==> src/rtl/div_pkg.sv <==
// Shared types and constants for the multi-cycle restoring divider.
package div_pkg;

    localparam int DIV_DATA_W = 32;  // operand width
    localparam int DIV_CNT_W  = 6;   // iteration counter width, must hold DIV_DATA_W

    // Handshake encodings used by EX and the divider
    localparam logic DIV_START            = 1'b1;
    localparam logic DIV_STOP             = 1'b0;
    localparam logic DIV_ANNUL            = 1'b1;
    localparam logic DIV_RESULT_READY     = 1'b1;
    localparam logic DIV_RESULT_NOT_READY = 1'b0;

    typedef enum logic [1:0] {
        DIV_FREE   = 2'd0,
        DIV_BYZERO = 2'd1,
        DIV_ON     = 2'd2,
        DIV_END    = 2'd3
    } div_state_e;

endpackage

==> src/rtl/div_if.sv <==
// EX <-> divider handshake: operands and strobes in, {remainder, quotient} and ready out.
interface div_if
    import div_pkg::*;
#(
    parameter int DATA_W = DIV_DATA_W
);

    logic                  signed_div_i;
    logic [DATA_W-1:0]     opdata1_i;
    logic [DATA_W-1:0]     opdata2_i;
    logic                  start_i;
    logic                  annul_i;
    logic [2*DATA_W-1:0]   result_o;
    logic                  ready_o;

    // EX stage side
    modport master (
        output signed_div_i, opdata1_i, opdata2_i, start_i, annul_i,
        input  result_o, ready_o
    );

    // Divider side
    modport slave (
        input  signed_div_i, opdata1_i, opdata2_i, start_i, annul_i,
        output result_o, ready_o
    );

endinterface

==> src/rtl/div_step.sv <==
// One restoring-division step: shift in the next dividend bit, trial-subtract the divisor.
module div_step
    import div_pkg::*;
#(
    parameter int DATA_W = DIV_DATA_W
) (
    input  logic [DATA_W-1:0] rem_i,
    input  logic              dvd_msb_i,
    input  logic [DATA_W-1:0] divisor_i,
    output logic [DATA_W-1:0] rem_o,
    output logic              q_bit_o
);

    logic [DATA_W:0] shifted;
    logic [DATA_W:0] diff;

    // The remainder is always below the divisor, so the shifted value is below twice the
    // divisor and the DATA_W+1-bit difference never overflows: its MSB is a valid sign.
    assign shifted = {rem_i, dvd_msb_i};
    assign diff    = shifted - {1'b0, divisor_i};
    assign q_bit_o = ~diff[DATA_W];
    assign rem_o   = q_bit_o ? diff[DATA_W-1:0] : shifted[DATA_W-1:0];

endmodule

==> src/rtl/div.sv <==
// Multi-cycle restoring divider (DIV/DIVU) feeding HI/LO: one quotient bit per clock.
module div
    import div_pkg::*;
#(
    parameter int DATA_W = DIV_DATA_W,
    parameter int CNT_W  = DIV_CNT_W
) (
    input  logic  clk,
    input  logic  rst,
    div_if.slave  bus
);

    localparam logic [CNT_W-1:0] LAST_CNT = CNT_W'(DATA_W - 1);

    div_state_e          state_q, state_d;
    logic [CNT_W-1:0]    cnt_q, cnt_d;
    logic [DATA_W-1:0]   rem_q, rem_d;        // partial remainder, final remainder in END
    logic [DATA_W-1:0]   dvd_q, dvd_d;        // dividend shifting out, quotient shifting in
    logic [DATA_W-1:0]   dsr_q, dsr_d;        // divisor magnitude
    logic                neg_quot_q, neg_quot_d;
    logic                neg_rem_q, neg_rem_d;
    logic                ready_q, ready_d;
    logic [2*DATA_W-1:0] result_q, result_d;

    logic [DATA_W-1:0]   op1_mag, op2_mag;
    logic [DATA_W-1:0]   step_rem;
    logic                step_q;
    logic [DATA_W-1:0]   quot_next;

    // Signed operations work on magnitudes; signs are restored after the last step.
    assign op1_mag = (bus.signed_div_i && bus.opdata1_i[DATA_W-1]) ? -bus.opdata1_i : bus.opdata1_i;
    assign op2_mag = (bus.signed_div_i && bus.opdata2_i[DATA_W-1]) ? -bus.opdata2_i : bus.opdata2_i;

    div_step #(.DATA_W(DATA_W)) u_step (
        .rem_i     (rem_q),
        .dvd_msb_i (dvd_q[DATA_W-1]),
        .divisor_i (dsr_q),
        .rem_o     (step_rem),
        .q_bit_o   (step_q)
    );

    assign quot_next = {dvd_q[DATA_W-2:0], step_q};

    // Next-state, datapath and registered-output logic for the FREE/BYZERO/ON/END machine.
    always_comb begin
        // NOTE: every signal gets a default first so no branch leaves one unassigned and infers a latch.
        state_d    = state_q;
        cnt_d      = cnt_q;
        rem_d      = rem_q;
        dvd_d      = dvd_q;
        dsr_d      = dsr_q;
        neg_quot_d = neg_quot_q;
        neg_rem_d  = neg_rem_q;
        ready_d    = DIV_RESULT_NOT_READY;
        result_d   = '0;

        unique case (state_q)
            DIV_FREE: begin
                if (bus.start_i == DIV_START && bus.annul_i != DIV_ANNUL) begin
                    if (bus.opdata2_i == '0) begin
                        state_d = DIV_BYZERO;
                    end else begin
                        state_d    = DIV_ON;
                        rem_d      = '0;
                        dvd_d      = op1_mag;
                        dsr_d      = op2_mag;
                        neg_quot_d = bus.signed_div_i & (bus.opdata1_i[DATA_W-1] ^ bus.opdata2_i[DATA_W-1]);
                        neg_rem_d  = bus.signed_div_i & bus.opdata1_i[DATA_W-1];
                        cnt_d      = '0;
                    end
                end
            end
            DIV_BYZERO: begin
                if (bus.annul_i == DIV_ANNUL) begin
                    state_d = DIV_FREE;
                end else begin
                    state_d = DIV_END;
                    rem_d   = '0;
                    dvd_d   = '0;
                end
            end
            DIV_ON: begin
                if (bus.annul_i == DIV_ANNUL) begin
                    state_d = DIV_FREE;
                end else begin
                    cnt_d = cnt_q + CNT_W'(1);
                    if (cnt_q == LAST_CNT) begin
                        state_d = DIV_END;
                        rem_d   = neg_rem_q  ? -step_rem  : step_rem;
                        dvd_d   = neg_quot_q ? -quot_next : quot_next;
                    end else begin
                        rem_d = step_rem;
                        dvd_d = quot_next;
                    end
                end
            end
            DIV_END: begin
                if (bus.start_i == DIV_STOP) begin
                    state_d = DIV_FREE;
                end else begin
                    ready_d  = DIV_RESULT_READY;
                    result_d = {rem_q, dvd_q};
                end
            end
            default: state_d = DIV_FREE;
        endcase
    end

    // Control state and registered outputs; reset discards any operation in flight.
    always_ff @(posedge clk) begin
        // NOTE: non-blocking assignments so every register samples pre-edge values.
        if (rst) begin
            state_q  <= DIV_FREE;
            cnt_q    <= '0;
            ready_q  <= DIV_RESULT_NOT_READY;
            result_q <= '0;
        end else begin
            state_q  <= state_d;
            cnt_q    <= cnt_d;
            ready_q  <= ready_d;
            result_q <= result_d;
        end
    end

    // Datapath registers.
    always_ff @(posedge clk) begin
        // NOTE: no reset here; these are always loaded at acceptance before anything reads them.
        rem_q      <= rem_d;
        dvd_q      <= dvd_d;
        dsr_q      <= dsr_d;
        neg_quot_q <= neg_quot_d;
        neg_rem_q  <= neg_rem_d;
    end

    assign bus.ready_o  = ready_q;
    assign bus.result_o = result_q;

endmodule
==> src/flat_wrapper.sv <==
// flat-port wrapper written by rule: the top's interface ports become plain ports
module div_flat import div_pkg::*;
#(
    parameter int DATA_W = DIV_DATA_W,
    parameter int CNT_W  = DIV_CNT_W
)
  (clk, rst, bus_signed_div_i, bus_opdata1_i, bus_opdata2_i, bus_start_i, bus_annul_i, bus_result_o, bus_ready_o);
  div_if #(.DATA_W(DATA_W)) bus_i ();
  input  logic clk;
  input  logic rst;
  input wire logic [$bits(bus_i.signed_div_i)-1:0] bus_signed_div_i;
  input wire logic [$bits(bus_i.opdata1_i)-1:0] bus_opdata1_i;
  input wire logic [$bits(bus_i.opdata2_i)-1:0] bus_opdata2_i;
  input wire logic [$bits(bus_i.start_i)-1:0] bus_start_i;
  input wire logic [$bits(bus_i.annul_i)-1:0] bus_annul_i;
  output wire logic [$bits(bus_i.result_o)-1:0] bus_result_o;
  output wire logic [$bits(bus_i.ready_o)-1:0] bus_ready_o;
  assign bus_i.signed_div_i = bus_signed_div_i;
  assign bus_i.opdata1_i = bus_opdata1_i;
  assign bus_i.opdata2_i = bus_opdata2_i;
  assign bus_i.start_i = bus_start_i;
  assign bus_i.annul_i = bus_annul_i;
  assign bus_result_o = bus_i.result_o;
  assign bus_ready_o = bus_i.ready_o;
  div #(.DATA_W(DATA_W), .CNT_W(CNT_W)) u_core (.clk(clk), .rst(rst), .bus(bus_i));
endmodule
==> config.mk <==
export PLATFORM = sky130hd
export DESIGN_NAME = div_flat
export DESIGN_NICKNAME = d
export VERILOG_FILES = /design/src/rtl/div_pkg.sv /design/src/rtl/div_if.sv /design/src/rtl/div_step.sv /design/src/rtl/div.sv /design/src/flat_wrapper.sv
export SDC_FILE = /design/constraint.sdc
export NUM_CORES = 1
export LEC_CHECK = 0
export BUFFER_PORTS_ARGS = -buffer_cell sky130_fd_sc_hd__buf_2
export CORE_MARGIN = 4
export CORE_UTILIZATION = 48
export DETAILED_ROUTE_END_ITERATION = 8
export PLACE_DENSITY = 0.71
export SYNTH_ARGS = -nofsm -noshare
export SYNTH_HDL_FRONTEND = slang
export SYNTH_SLANG_ARGS = --single-unit
==> constraint.sdc <==
create_clock -name clk -period 12.7 [get_ports clk]
set_input_delay 2.54 -clock clk [delete_from_list [all_inputs] [get_ports clk]]
set_output_delay 2.54 -clock clk [all_outputs]
set_load 0.01 [all_outputs]
# Word level (Yosys, flattened, before mapping)
# Cells that the tools add are included.
[classes]
n_addsub = 6
multipliers = 0
n_div = 0
magnitude_cmp = 0
n_eq_ne = 10
shift = 0
mux = 28
n_bitwise = 8
n_reduce_logical = 13
[op_table]
columns = ["op", "n"]
rows = [
  ["two-way mux 32 bit", 14],
  ["case mux 32 bit (3 select lines)", 2],
  ["negator 32 bit", 4],
  ["subtractor 33 x 32 -> 33 bit", 1],
  ["logical NOT 32 bit", 1],
  ["two-way mux 6 bit", 3],
  ["two-way mux 2 bit", 6],
  ["case mux 6 bit (2 select lines)", 1],
  ["!= test 2 bit, second input constant", 4],
  ["case mux 2 bit (4 select lines)", 1],
  ["adder 6 x 1 -> 6 bit, second input constant", 1],
  ["equality test 6 x 5 -> 1 bit, second input constant", 1],
  ["AND reduction 3 bit", 2],
  ["inverter 1 bit", 5],
  ["AND reduction 5 bit", 1],
  ["equality test 2 bit, second input constant", 2],
  ["AND reduction 4 bit", 1],
  ["logical AND 1 bit", 3],
  ["!= test 3 x 2 -> 1 bit, second input constant", 1],
  ["nonzero test 3 bit", 1],
  ["OR reduction 3 bit", 1],
  ["AND 1 bit", 2],
  ["equality test 2 x 1 -> 1 bit, second input constant", 1],
  ["logical NOT 2 bit", 1],
  ["other kinds (5)", 5],
]
[totals]
regBits = 171
latchBits = 0
mem_bits_rw = 0
mem_bits_ro = 0
inputBits = 69
out_inout_bits = 65
mem_count = 0

# Longest topological paths before layout
[depth]
word_depth = 7
ltp_mapped = 24
ltp_nobuf = 19

# Modules after synthesis
# A second synthesis with hierarchy kept.
[hier_totals]
hier_cells = 1137
area_unflattened_um2 = 10906.7
[by_module_without_submodules]
columns = ["module", "n_inst", "cells_per_inst", "area_per_inst_um2", "seq_area_each_um2"]
rows = [
  ["div", 1, 832, 8548.2, 4404.2],
  ["div_step", 1, 305, 2358.5, 0.0],
]

# Worst setup path after synthesis
# Ideal clock, no wire load.
[synth_timing]
path_type = "input to register"
startpoint = "input port bus_opdata2_i[0]"
endpoint = "register u_core.dvd_q[0], enable pin"
setup_ns = 0.487
arrival_ns = 6.272
path_slack_ns = 5.941
path_stages = 9
path_buffers = 0
path_cell_list = "inv_1 -> ha_1 -> or4b_2 -> nor4_2 -> nand2_1 -> or4_1 -> nor4_2 -> o22a_1 -> nor2_1"
[synth_between]
elab_chain_len = 3
[synth_rtl]
columns = ["element", "line", "text"]
rows = [
  ["start: declaration", "flat_wrapper.sv:13", "input wire logic [$bits(bus_i.opdata2_i)-1:0] bus_opdata2_i;"],
  ["logical NOT 32 bit", "div.sv:60", "if (bus.opdata2_i == '0) begin"],
  ["!= test 2 bit (no source line)", "--", ""],
  ["AND reduction 5 bit (no source line)", "--", ""],
  ["end signal: assignment", "div.sv:129", "dvd_q <= dvd_d;"],
  ["end: declaration", "div.sv:18", "logic [DATA_W-1:0] dvd_q, dvd_d;"],
]
# No other way between the ends.
# A chain may end at the register's enable or synchronous reset.

# Worst setup path in the final report
[layout_timing]
startpoint = "register u_core.rem_q[16]"
endpoint = "register u_core.rem_q[30], data pin"
[layout_between]
elab_chain_len = 7
[layout_rtl]
columns = ["element", "line", "text"]
rows = [
  ["start: declaration", "div.sv:17", "logic [DATA_W-1:0] rem_q, rem_d;"],
  ["start signal: assignment", "div.sv:128", "rem_q <= rem_d;"],
  ["subtractor 33 x 32 -> 33 bit", "div_step.sv:20", "assign diff = shifted - {1'b0, divisor_i};"],
  ["two-way mux 32 bit *", "div_step.sv:22", "assign rem_o = q_bit_o ? diff[DATA_W-1:0] : shifted[DATA_W-1:0];"],
  ["negator 32 bit", "div.sv:89", "rem_d = neg_rem_q ? -step_rem : step_rem;"],
  ["two-way mux 32 bit", "div.sv:89", ""],
  ["two-way mux 32 bit *", "div.sv:87", "if (cnt_q == LAST_CNT) begin"],
  ["two-way mux 32 bit *", "div.sv:83", "if (bus.annul_i == DIV_ANNUL) begin"],
  ["case mux 32 bit (3 select lines) *", "div.sv:57", "unique case (state_q)"],
]
# Every way passes the cells marked *; elsewhere a longest branch is shown, timed or not. The select of a mux whose other input is x is not followed.

==> impl_metrics.csv <==
group,metric,value,unit
yosys,ys_top_cells_by_area,"edfxtp_1 (25%), dfxtp_1 (13%), xnor2_1 (5.1%)",
drt,drc,0,
place,io_buffers,133,
yosys,synthesis.instances,1306,
drt,via_per_inst,6.03,
setup_path,end_kind,"flop",
drt,drt_pass1_iterations,6,
layout,area_growth,12.9,%
clock_network,htree_levels,4,
setup_path,path_cells,"ha_1 > a21oi_1 > o21ai_1 > a211oi_1 > o31ai_1 > o21a_1 > nor2_8 > inv_2 > nor2_1 > a21oi_1 > ha_1 > nand2_1 > or4_1 > mux2i_1 > o2111a_2 > a21oi_1 > or3_1",
clock_network,cts_setup_buffers,0,
power_and_ir_drop,power.switching,1.58,mW
timing,slew_headroom,21.5,%
power_and_ir_drop,p_clk_share,16.6,%
run_status,status,"finished, final reports clean",
die,start_util,49.0,%
setup_path,cp.buffers_inverters,1,
drt,wl_per_cell,18.9,µm
die,coreArea,23600,µm²
yosys,ys_seq_area_share,38.1,%
timing,finalSetupTns,0,ns
yosys,ys_ff_latch,171,
clock_network,clk_pin_slew,0.07,ns
yosys,netlist_area,11600,µm²
global_routing,grt_pass1_wl,52100,µm
timing,min_period,6.30,ns
die,die_h,163,µm
power_and_ir_drop,power_frac_seq,29.4,%
clock_network,cts_made_buffers,17,
layout,seqCellArea,4400,µm²
power_and_ir_drop,cellPowerDensity,251,nW/µm²
setup_path,cp_slowest_stage_delay,0.72,ns
global_routing,antenna_found_initial,0,
clock_network,cts_resized,0,
drt,drt_iter0_markers,1158,
yosys,synth_top_area_cell,"edfxtp_1",
layout,fillCellCount,2133,
yosys,syn-num-nets,1419,
clock_network,clock_path_buffers,2,
setup_path,slowest_stage,"o21a_1",
drt,wirelength,32800,µm
power_and_ir_drop,swShare,48.0,%
global_routing,overflow,0,
yosys,synth_edf_count,98,
worst_hold_path,hp-class,"reg -> reg",
run,timing.max_cap.violations,0,
clock_network,clockRootBuffer,"clkbuf_16",
place,placed_area,12400,µm²
global_routing,grt.total_usage,24.5,%
layout,multiInputGateArea,6720,µm²
clock_network,clock-sinks,171,
layout,fin_area,13100,µm²
timing,skew,0.0271,ns
drt,vias,10500,
power_and_ir_drop,finalPower,3.28,mW
timing,slew_violations,0,
power_and_ir_drop,combPwrFrac,54.1,%
place,gp_congestion,0.989,
place,hpwlAfterDp,24300,µm
setup_path,critPathArrivalTime,6.49,ns
yosys,avgSynthCellArea,8.86,µm²
yosys,synthArstFlopShare,0,%
die,ios,134,
layout,antennaDiodeCount,0,
timing,fin_hold_ws,0.492,ns
global_routing,grt_pass1_vias,9721,
layout,drive_above_1_share,14.2,%
timing,hold_violations,0,
yosys,yosys_warnings,0,
timing,rsz0062_at_grt,"false",
die,num_rows,56,
drt,antenna_left,0,
setup_path,critPathTopFamily,"compound AO/OA/AOI/OAI gates",
global_routing,grt_max_degree,59,
die,dieArea,26700,µm²
yosys,synth_common_cells,"nand2_1 (108), nor2_1 (108), edfxtp_1 (98)",
timing,worstMarginPinSlew,1.17,ns
clock_network,cts_tree,"done",
setup_path,worstSetupStartpointType,"flop",
timing,clock.fmax,159,MHz
clock_network,ctsHoldBuffers,0,
timing,setup_viol,0,
power_and_ir_drop,power.internal,1.70,mW
setup_path,cp_max_fo,38,
timing,min_period_over_period,49.6,%
setup_path,crit_required,12.89,ns
power_and_ir_drop,peakVddDrop,0.127,mV
yosys,yosysTopAreaCellShare,25.4,%
die,fp.dieW,163,µm
power_and_ir_drop,cellLeakagePower,5.26,nW
layout,num-nets-final,1515,
clock_network,insertion_delay,0.45,ns
yosys,synthFlopType,"edfxtp_1",
setup_path,crit_top_cell,"a21oi_1",
setup_path,path_class,"reg -> reg",
yosys,synth_cell_type_count,84,
[logic make-up after synthesis]
group	count (synthesis)	synth area share, %
flops	171	38.1
mux	35	3.09
xor+xnor	121	9.16
fa+ha+maj	44	4.82
buf+inv	119	4.06
compound gates	336	19.3
simple gates	480	21.5
[worst reg2reg max path: cells and delay by family, from the launching register on]
kind,cells,cell delay (ns)
DFF,1,0.48
AOI/OAI and AO/OA,8,2.63
buffers and inverters,1,0.63
muxes,1,0.29
and+or+nand+nor,5,1.27
adders and majority gates,2,0.78
[layout make-up]
class,count,area share (%)
timing repair buffer,137,5.33
inverter,59,1.70
tap,319,3.06
sequential,171,33.7
clock inverter,15,1.52
clock buffer,17,3.26
multi-input combinational,1016,51.4
[power by group through the flow]
stage	Clock [mW]	Sequential, mW	Combinational (mW)
floorplan	0	0.904	1.34
global placement	0	0.967	1.70
detailed placement	0	0.967	1.73
CTS	0.550	0.957	1.74
global route	0.577	0.977	1.95
finish	0.543	0.963	1.77
[layout by cell type, fill, tap and decap left out, types with 54 or more instances in the layout]
cell type  synthesis  routed
xor2_1            54      54
xnor2_1           67      67
o21ai_0           66      66
and2_1            73      73
nor2_1           108     106
a21oi_1           75      75
nand2_1          108     108
dfxtp_1           73      73
buf_2              7     133
inv_1             58      58
edfxtp_1          98      98
[path summary, 6_finish.rpt]
kind                                       start                        endpoint  slack [ns]  cells past startpoint
setup reg to reg  u_core.rem_q[16]$_SDFFCE_PN0P_  u_core.rem_q[30]$_SDFFCE_PN0P_        6.40                     17
setup / recovery  u_core.rem_q[16]$_SDFFCE_PN0P_  u_core.rem_q[30]$_SDFFCE_PN0P_        6.40                     17
hold / removal      u_core.cnt_q[1]$_SDFFE_PP0P_    u_core.cnt_q[1]$_SDFFE_PP0P_        0.49                      2
hold reg to reg     u_core.cnt_q[1]$_SDFFE_PP0P_    u_core.cnt_q[1]$_SDFFE_PP0P_        0.49                      2
[state kept, by name, summed over array words and instances (netlist names)]
name	cells
u_core.dvd_q	32
u_core.bus.result_o	64
u_core.neg_rem_q	1
u_core.bus.ready_o	1
u_core.rem_q	32
u_core.neg_quot_q	1
u_core.cnt_q	6
u_core.state_q	2
u_core.dsr_q	32
[stage by stage]
step | worst slack, ns | std cells | utilization (%)
2_1_floorplan | 5.94 | 1306 | -
3_3_place_gp | 6.16 | 1702 | 52.7
3_5_place_dp | 6.07 | 1702 | 52.7
4_1_cts | 6.52 | 1734 | 55.3
5_1_grt | 6.07 | 1734 | 55.3
6_report | 6.40 | 1734 | 55.3
[routing by layer]
layer / share of wire (%) / track usage, %
met1: 45 / 35.8
met2: 45 / 38.1
met3: 7.9 / 3.71
met4: 2.3 / 6.79
met5: 0 / 0
Note: power is estimated with default switching activity, not from simulation.
